### src/rtl/relay_pkg.sv
// Shared state encoding and default word/buffer sizes for the sample buffer relay,
// its ADC reader and its serial link writer.
package relay_pkg;

    localparam int DEF_SAMPLE_W = 12;
    localparam int DEF_DEPTH    = 100;

    typedef enum logic [2:0] {
        IDLE,
        CAP_REQ,
        CAP_WAIT,
        TX_LOAD,
        TX_WAIT,
        TX_SUM,
        PASS_END
    } relay_state_e;

endpackage

### src/rtl/relay_sample_ram.sv
// Simple dual-port sample buffer: one write port, one read port with a registered output.
module relay_sample_ram #(
    parameter int SAMPLE_W = relay_pkg::DEF_SAMPLE_W,
    parameter int DEPTH    = relay_pkg::DEF_DEPTH,
    parameter int AW       = (DEPTH > 1) ? $clog2(DEPTH) : 1
) (
    input  logic                clk,
    input  logic                rst,
    input  logic                wr_en,
    input  logic [AW-1:0]       wr_addr,
    input  logic [SAMPLE_W-1:0] wr_data,
    input  logic                rd_en,
    input  logic [AW-1:0]       rd_addr,
    output logic [SAMPLE_W-1:0] rd_data
);

    logic [SAMPLE_W-1:0] mem [DEPTH];

    // NOTE: the array itself is never reset so it can map onto RAM; only the read register clears.
    always_ff @(posedge clk) begin
        if (wr_en) mem[wr_addr] <= wr_data;
    end

    always_ff @(posedge clk or posedge rst) begin
        if (rst)        rd_data <= '0;
        else if (rd_en) rd_data <= mem[rd_addr];
    end

endmodule

### src/rtl/sample_buffer_relay.sv
// Capture-then-forward relay: fills a buffer from the ADC reader, then replays it to the link writer.
// Optional build macro CHECKSUM_EN appends a modulo-2^SAMPLE_W sum word to every pass.
module sample_buffer_relay #(
    parameter  int SAMPLE_W = relay_pkg::DEF_SAMPLE_W,
    parameter  int DEPTH    = relay_pkg::DEF_DEPTH,
    parameter  int NUM_CH   = 1,
    parameter  int CNT_W    = $clog2(DEPTH + 1),
    localparam int CH_W     = (NUM_CH > 1) ? $clog2(NUM_CH) : 1
) (
    input  logic                clk,
    input  logic                rst,
    input  logic                start,
    input  logic                continuous,
    input  logic [CNT_W-1:0]    sample_limit,
    output logic                adc_req,
    output logic [CH_W-1:0]     adc_ch,
    input  logic                adc_done,
    input  logic [SAMPLE_W-1:0] adc_data,
    output logic                tx_req,
    output logic [SAMPLE_W-1:0] tx_data,
    input  logic                tx_done,
    output logic                busy,
    output logic                pass_done,
    output logic                overrun
);

    import relay_pkg::*;

    localparam int               AW      = (DEPTH > 1) ? $clog2(DEPTH) : 1;
    localparam logic [CNT_W-1:0] DEPTH_C = CNT_W'(DEPTH);
    localparam logic [CH_W-1:0]  LAST_CH = CH_W'(NUM_CH - 1);

    relay_state_e        state, state_next;
    logic [CNT_W-1:0]    lim_q, eff_lim, wr_cnt, rd_cnt;
    logic [CH_W-1:0]     ch;
    logic                cont_q;
    logic [SAMPLE_W-1:0] ram_q;
    logic                cap_hit, tx_hit, last_wr, last_rd, pass_start, tx_phase;

    assign eff_lim    = (sample_limit == '0 || sample_limit > DEPTH_C) ? DEPTH_C : sample_limit;
    assign cap_hit    = (state == CAP_WAIT) && adc_done;
    assign tx_hit     = (state == TX_WAIT) && tx_done;
    assign last_wr    = (wr_cnt + CNT_W'(1)) == lim_q;
    assign last_rd    = (rd_cnt + CNT_W'(1)) == lim_q;
    assign pass_start = start && ((state == IDLE) || (state == PASS_END && cont_q));
    assign busy       = (state != IDLE);
    assign adc_ch     = ch;

`ifdef CHECKSUM_EN
    assign tx_phase = (state == TX_WAIT) || (state == TX_SUM);
`else
    assign tx_phase = (state == TX_WAIT);
`endif

    // NOTE: non-blocking assignments so every register samples pre-edge values.
    always_ff @(posedge clk or posedge rst) begin
        if (rst) state <= IDLE;
        else     state <= state_next;
    end

    // NOTE: defaults first so every path assigns every output and no latch is inferred.
    always_comb begin
        state_next = state;
        adc_req    = 1'b0;
        tx_req     = 1'b0;
        pass_done  = 1'b0;
        case (state)
            IDLE: begin
                if (start) state_next = CAP_REQ;
            end
            CAP_REQ: begin
                adc_req    = 1'b1;
                state_next = CAP_WAIT;
            end
            CAP_WAIT: begin
                if (adc_done) state_next = last_wr ? TX_LOAD : CAP_REQ;
            end
            TX_LOAD: begin
                state_next = TX_WAIT;
            end
            TX_WAIT: begin
                tx_req = 1'b1;
`ifdef CHECKSUM_EN
                if (tx_done) state_next = last_rd ? TX_SUM : TX_LOAD;
`else
                if (tx_done) state_next = last_rd ? PASS_END : TX_LOAD;
`endif
            end
`ifdef CHECKSUM_EN
            TX_SUM: begin
                tx_req = 1'b1;
                if (tx_done) state_next = PASS_END;
            end
`endif
            PASS_END: begin
                pass_done  = 1'b1;
                state_next = (cont_q && start) ? CAP_REQ : IDLE;
            end
            default: state_next = IDLE;
        endcase
    end

    // Limit and mode are latched only when leaving IDLE; a continuous re-arm keeps them.
    always_ff @(posedge clk or posedge rst) begin
        if (rst) begin
            lim_q  <= '0;
            cont_q <= 1'b0;
            wr_cnt <= '0;
            rd_cnt <= '0;
            ch     <= '0;
        end else begin
            if (state == IDLE && start) begin
                lim_q  <= eff_lim;
                cont_q <= continuous;
            end
            if (pass_start) begin
                wr_cnt <= '0;
                rd_cnt <= '0;
                ch     <= '0;
            end else begin
                if (cap_hit) begin
                    wr_cnt <= wr_cnt + CNT_W'(1);
                    ch     <= (ch == LAST_CH) ? '0 : ch + CH_W'(1);
                end
                if (tx_hit) rd_cnt <= rd_cnt + CNT_W'(1);
            end
        end
    end

    always_ff @(posedge clk or posedge rst) begin
        if (rst) overrun <= 1'b0;
        else     overrun <= overrun | (adc_done && state != CAP_WAIT) | (tx_done && !tx_phase);
    end

    relay_sample_ram #(
        .SAMPLE_W (SAMPLE_W),
        .DEPTH    (DEPTH),
        .AW       (AW)
    ) u_ram (
        .clk     (clk),
        .rst     (rst),
        .wr_en   (cap_hit),
        .wr_addr (wr_cnt[AW-1:0]),
        .wr_data (adc_data),
        .rd_en   (state == TX_LOAD),
        .rd_addr (rd_cnt[AW-1:0]),
        .rd_data (ram_q)
    );

`ifdef CHECKSUM_EN
    logic [SAMPLE_W-1:0] sum_q;

    always_ff @(posedge clk or posedge rst) begin
        if (rst)             sum_q <= '0;
        else if (pass_start) sum_q <= '0;
        else if (cap_hit)    sum_q <= sum_q + adc_data;
    end

    assign tx_data = (state == TX_SUM) ? sum_q : ram_q;
`else
    assign tx_data = ram_q;
`endif

endmodule

### config.mk
export PLATFORM = sky130hd
export DESIGN_NAME = sample_buffer_relay
export DESIGN_NICKNAME = d
export VERILOG_FILES = /design/src/rtl/relay_pkg.sv /design/src/rtl/relay_sample_ram.sv /design/src/rtl/sample_buffer_relay.sv
export SDC_FILE = /design/constraint.sdc
export NUM_CORES = 1
export LEC_CHECK = 0
export CORE_MARGIN = 5
export CORE_UTILIZATION = 60
export CTS_CLUSTER_SIZE = 14
export DETAILED_ROUTE_END_ITERATION = 6
export PLACE_DENSITY = 0.76
export SYNTH_ARGS = -nofsm -noshare
export SYNTH_HDL_FRONTEND = slang
export SYNTH_HIERARCHICAL = 1
export SYNTH_SLANG_ARGS = --single-unit
### constraint.sdc
create_clock -name clk -period 3.95 [get_ports clk]
set_input_delay 0.395 -clock clk [delete_from_list [all_inputs] [get_ports clk]]
set_output_delay 0.395 -clock clk [all_outputs]
set_load 0.05 [all_outputs]
==> impl_metrics.yaml, run 1 <==
synthesis:
  yosysTopAreaCell: "edfxtp_1"
  ys_seq_area_share_pct: 76.18
  synthArstFlopShare_pct: 3.069
  ys_types: 69
  synth_area_leaders: "edfxtp_1, mux4_2, dfrtp_1"
  ys.flop_type: "edfxtp_1"
  yosysWarnings: 6
  synthesis.nets: 2296
  syn_inst: 2269
  synth_top_area_share_pct: 74.22
  netlist_area_um2: 48550
  synth_edf_count: 1200
  synth_seq_cells: 1238
  avgSynthCellArea_um2: 21.40
clocking:
  cts.sinks: 1238
  cts_tree: "done"
  cts_buffer_depth: 3
  clk-insertion-delay-late_ns: 0.70
  ctsHtreeMaxLevel: 3
  cts_buffers: 117
  cts_hold_buffers: 0
  cts_root_buf: "clkbuf_16"
  cts_resized: 0
  cts_setup_buffers: 0
  clk_pin_slew_ns: 0.07
floorplan:
  die_area_um2: 86710
  io_pins: 43
  start_util_pct: 60.37
  coreArea_um2: 80420
  die_h_um: 294.5
  die_w_um: 294.5
  rows: 104
detailed_routing:
  ant_nets: 0
  dr.max_layer_used: "met5"
  drtPass1Iterations: 7
  dr_wl_met2_mm: 57.09
  route.met3.wl_mm: 13.40
  vias: 24880
  via_per_inst: 6.806
  routed_wl_mm: 117.5
  wire_per_inst_um: 32.14
  wl_met1_mm: 42.48
  drt_iter0_markers: 3498
  drc: 21
finish:
  area_delta_synth_final_pct: 13.41
  final_cell_mix: "edfxtp_1, mux4_2, buf_4, nor2_1, clkbuf_16"
  nNetsFinal: 2518
  postLayoutCellArea_um2: 55060
  mostFrequentLayoutCell: "edfxtp_1"
  final_layout_size_suffix_gt1_share_pct: 27.58
worst_setup_path:
  crit_buf_inv: 2
  critPathMaxStageDelay_ns: 0.77
  worstSetupPathType: "flip-flop to flip-flop"
  reg2reg_setup_slack_ns: 0.21
  critPathTopFamily: "compound AO/OA/AOI/OAI gates"
  worstPathRequired_ns: 4.45
  crit_top_cell: "buf_4"
  r2r_start: "rd_cnt[0]"
  reg2reg_depth: 8
  end_kind: "flip-flop"
  start_kind: "flip-flop"
  cp_cell_sequence: "buf_4, mux4_2, nor2b_1, a211oi_1, a2111oi_0, buf_4, a221oi_1, nand3_1"
  reg2reg_to: "u_ram/rd_data[8]"
  cp.arrival_ns: 4.24
  cp_max_fo: 20
  slowest_stage: "dfrtp_4"
global_routing:
  antenna_found_initial: 4
  overflow: 0
  grt_max_degree: 101
  grt_pass1_wl_mm: 172.1
  first_global_vias: 25100
  grt_usage_pct: 27.46
timing:
  period_needed_ns: 3.740
  rsz0062_at_grt: "no"
  finalClockSkew_ns: 0.03513
  finalSetupViolations: 0
  worst_pin_slew_ns: 1.227
  maxSlewHeadroom_pct: 18.18
  drv_slew: 0
  final-hold-violation-count: 0
  max_freq_ghz: 0.2674
  finalSetupTns_ns: 0
  period_share_pct: 94.68
outcome:
  violations: "design-rule violations"
  status: "complete, but fails checks"
worst_hold_path:
  hold_class: "input port to asynchronous set/reset pin"
power_and_ir_drop:
  irDropWorstVdd_mv: 0.4795
  power.leakage_nw: 17.18
  power.density_nw_per_um2: 575.2
job:
  maxCapViolations: 0
place:
  numPortBuffers: 41
  gp_congestion: 0.8636
  dp_hpwl_mm: 69.70
  place_area_um2: 51020
report_power, final:
| part | internal [W] | switching [W] | total, W |
|---|---|---|---|
| registers | 0.0146 | 0.000395 | 0.0150 |
| logic | 0.00240 | 0.00271 | 0.00510 |
| clock network | 0.00691 | 0.00470 | 0.0116 |
kinds of logic after synthesis:
group / Yosys count / share of synthesized area [%]
AND/OR/NAND/NOR: 294 / 2.819
buffers and inverters: 131 / 1.634
adder cells (fa/ha/maj): 2 / 0.05153
XOR/XNOR: 16 / 0.3195
AO/OA/AOI/OAI: 187 / 2.719
multiplexers: 400 / 16.27
flip-flops: 1238 / 76.18
other: 1 / 0.007724
sequential cells by signal, indices dropped and copies added, names as in the netlist:
register,flops
u_ram/rd_data,12
cont_q,1
overrun,1
state,3
rd_cnt,7
wr_cnt,7
lim_q,7
u_ram/mem,1200
metrics by stage:
step / util [%] / instances / power [W] / setup slack (ns) / hold WS (ns)
2_1_floorplan: - / 2269 / 0.01875 / 0.9112 / 0.2597
3_3_place_gp: 63.43 / 3431 / 0.02016 / 0.2528 / 0.4556
3_5_place_dp: 63.44 / 3432 / 0.02028 / 0.3605 / 0.4637
4_1_cts: 68.46 / 3652 / 0.03180 / 0.2285 / 0.1896
6_report: 68.47 / 3656 / 0.03167 / 0.2100 / 0.2526
5_1_grt: 68.46 / 3652 / 0.03270 / 0.1264 / 0.2899
layout make-up:
cell class | instances | area, um2
clock inverter | 52 | 654.4
fill | 4795 | 25350
timing repair buffer | 221 | 1854
inverter | 13 | 48.80
tap | 1060 | 1326
multi-input combinational | 900 | 10790
sequential | 1238 | 37000
antenna | 4 | 10.01
clock buffer | 168 | 3383
worst max path at each step:
stage	cells after the start	start	endpoint
finish	8	rd_cnt[0]	u_ram/rd_data[8]
global route	8	rd_cnt[0]	u_ram/rd_data[8]
CTS	8	rd_cnt[0]	u_ram/rd_data[8]
detailed placement	8	rd_cnt[0]	u_ram/rd_data[8]
global placement	5	rd_cnt[0]	u_ram/rd_data[4]
floorplan	8	state[0]	u_ram/mem[72][0]
synth_stat cells (all sizes together) (2+ instances only):
cell     count
clkbuf      42
o41ai        3
mux2i       77
o22a         2
a31oi        2
a221oi      18
o31ai        5
edfxtp    1200
a21oi       36
a21o         2
nor3        12
a22o         6
inv         12
nand3       23
or2          3
dfrtp       38
o211ai       8
o2bb2ai      2
and4         2
nand2       47
nand4        4
mux2        13
ha           2
nor2b       43
o221ai       3
a211oi      23
buf         76
xnor2       10
or3          4
a221o        7
mux4       310
nor2       131
o21ai       33
a2111oi     14
a31o         2
o2111ai      3
xor2         5
and3         7
o22ai       10
nand2b      10
and2         3
layer usage:
layer / GRT usage (%) / up-vias
met5: 0 / -
met4: 9.938 / 2
met3: 6.880 / 287
met2: 43.18 / 1647
met1: 38.45 / 13010
li1: - / 9942
Note: power is estimated with default switching activity, not from simulation.
==> run 2: changes to the inputs <==
CORE_UTILIZATION = 63   (was 60)
PLACE_DENSITY = 0.8   (was 0.76)
==> impl_metrics.yaml, run 2 (synthesis results as in run 1) <==
power_and_ir_drop:
  power.density_nw_per_um2: 569.3
  power.leakage_nw: 16.98
  irDropWorstVdd_mv: 0.5964
timing:
  fin_hold_ws_ns: 0.2379
  maxSlewHeadroom_pct: 20.47
  finalSetupTns_ns: 0
  max_freq_ghz: 0.2695
  period_needed_ns: 3.711
  finalClockSkew_ns: 0.03387
  rsz0062_at_grt: "no"
  final-hold-violation-count: 0
  drv_slew: 0
  period_share_pct: 93.95
  worst_pin_slew_ns: 1.193
  finalSetupViolations: 0
worst_setup_path:
  cp-endpoint: "u_ram/rd_data[10]"
  cp.arrival_ns: 4.23
  start_kind: "flip-flop"
  worstPathRequired_ns: 4.47
  worstSetupPathType: "flip-flop to flip-flop"
  crit_start: "rd_cnt[0]"
  cp_cell_sequence: "buf_12, mux4_2, nor2b_1, a211oi_1, a2111oi_0, a221oi_1, nand3_1"
  reg2reg_depth: 7
  r2r_start: "rd_cnt[0]"
  reg2reg_setup_slack_ns: 0.24
  reg2reg_to: "u_ram/rd_data[10]"
  critPathTopFamily: "compound AO/OA/AOI/OAI gates"
  slowest_stage: "dfrtp_4"
  crit_buf_inv: 1
  end_kind: "flip-flop"
  cp_max_fo: 68
  critPathMaxStageDelay_ns: 0.81
  worst-path-stages: 7
floorplan:
  die_area_um2: 82720
  start_util_pct: 63.71
  rows: 101
  coreArea_um2: 76200
  die_w_um: 287.6
  die_h_um: 287.6
  io_pins: 43
clocking:
  cts_hold_buffers: 0
  cts_buffer_depth: 3
  cts.sinks: 1238
  cts_buffers: 116
  cts_tree: "done"
  clk_pin_slew_ns: 0.06
  ctsHtreeMaxLevel: 3
  cts_resized: 0
  clk-insertion-delay-late_ns: 0.68
  cts_root_buf: "clkbuf_16"
  cts_setup_buffers: 0
place:
  numPortBuffers: 41
  dp_hpwl_mm: 67.34
  gp_congestion: 0.8395
finish:
  nNetsFinal: 2494
  antenna_cells_inserted: 0
  final_layout_size_suffix_gt1_share_pct: 26.91
  largestRegisters: "u_ram/mem: 1200 flops, u_ram/rd_data: 12 flops"
  largest_reg_flops: 1200
  mostFrequentLayoutCell: "edfxtp_1"
  final_cell_mix: "edfxtp_1, mux4_2, buf_4, nor2_1, clkbuf_16"
  area_delta_synth_final_pct: 12.63
  regMostFlops: "u_ram/mem"
detailed_routing:
  drc: 0
  routed_wl_mm: 117.9
  drt_iter0_markers: 3468
  wire_per_inst_um: 32.77
  vias: 25050
  via_per_inst: 6.961
  ant_nets: 0
  drtPass1Iterations: 7
global_routing:
  first_global_vias: 25490
  grt_pass1_wl_mm: 174.2
  overflow: 0
  grt_max_degree: 101
  antenna_found_initial: 0
  grt_usage_pct: 29.08
worst_hold_path:
  hold_class: "input port to asynchronous set/reset pin"
job:
  maxCapViolations: 0
outcome:
  status: "complete, no violations"
## run 2: cell count changes in the layout (fill, tap and decap cells not counted), sizes merged, moves of 2 or more
cell	delta
clkbuf	-26
bufinv	-2
buf	-23
clkinv	+25
diode	-4
## run 2: worst min path at each step
| stage | end |
|---|---|
| floorplan | u_ram/rd_data[0] |
| global placement | overrun |
| detailed placement | overrun |
| CTS | u_ram/rd_data[10] |
| global route | u_ram/rd_data[10] |
| finish | u_ram/rd_data[10] |
## run 2: stage by stage
step | power (W) | std cells | utilization [%] | area (um2) | worst slack, ns
finish | 0.03113 | 3598 | 71.76 | 54680 | 0.2390
floorplan | 0.01875 | 2269 | - | 48550 | 0.9112
global route | 0.03215 | 3598 | 71.76 | 54680 | 0.07357
CTS | 0.03124 | 3598 | 71.76 | 54680 | 0.2428
detailed placement | 0.02021 | 3379 | 66.75 | 50860 | 0.3311
global placement | 0.02007 | 3379 | 66.75 | 50860 | 0.2946
## run 2: power by group
part / leakage (nW) / switching (W) / internal, W
Combinational: 3.82 / 0.00270 / 0.00241
Clock: 1.91 / 0.00470 / 0.00640
Sequential: 11.3 / 0.000354 / 0.0146
## run 2: routing by layer
metal / track usage [%] / wire (um)
met5: 0 / 0
met4: 9.999 / 4675
met3: 5.954 / 13640
met2: 46.38 / 57340
met1: 41.36 / 42240
## run 2: layout make-up
class	instances	area [um2]
Clock buffer	142	3092
Tap cell	1030	1289
Fill cell	4119	21520
Inverter	13	48.80
Multi-Input combinational cell	900	10780
Sequential cell	1238	37000
Clock inverter	77	728.2
Timing Repair Buffer	198	1747
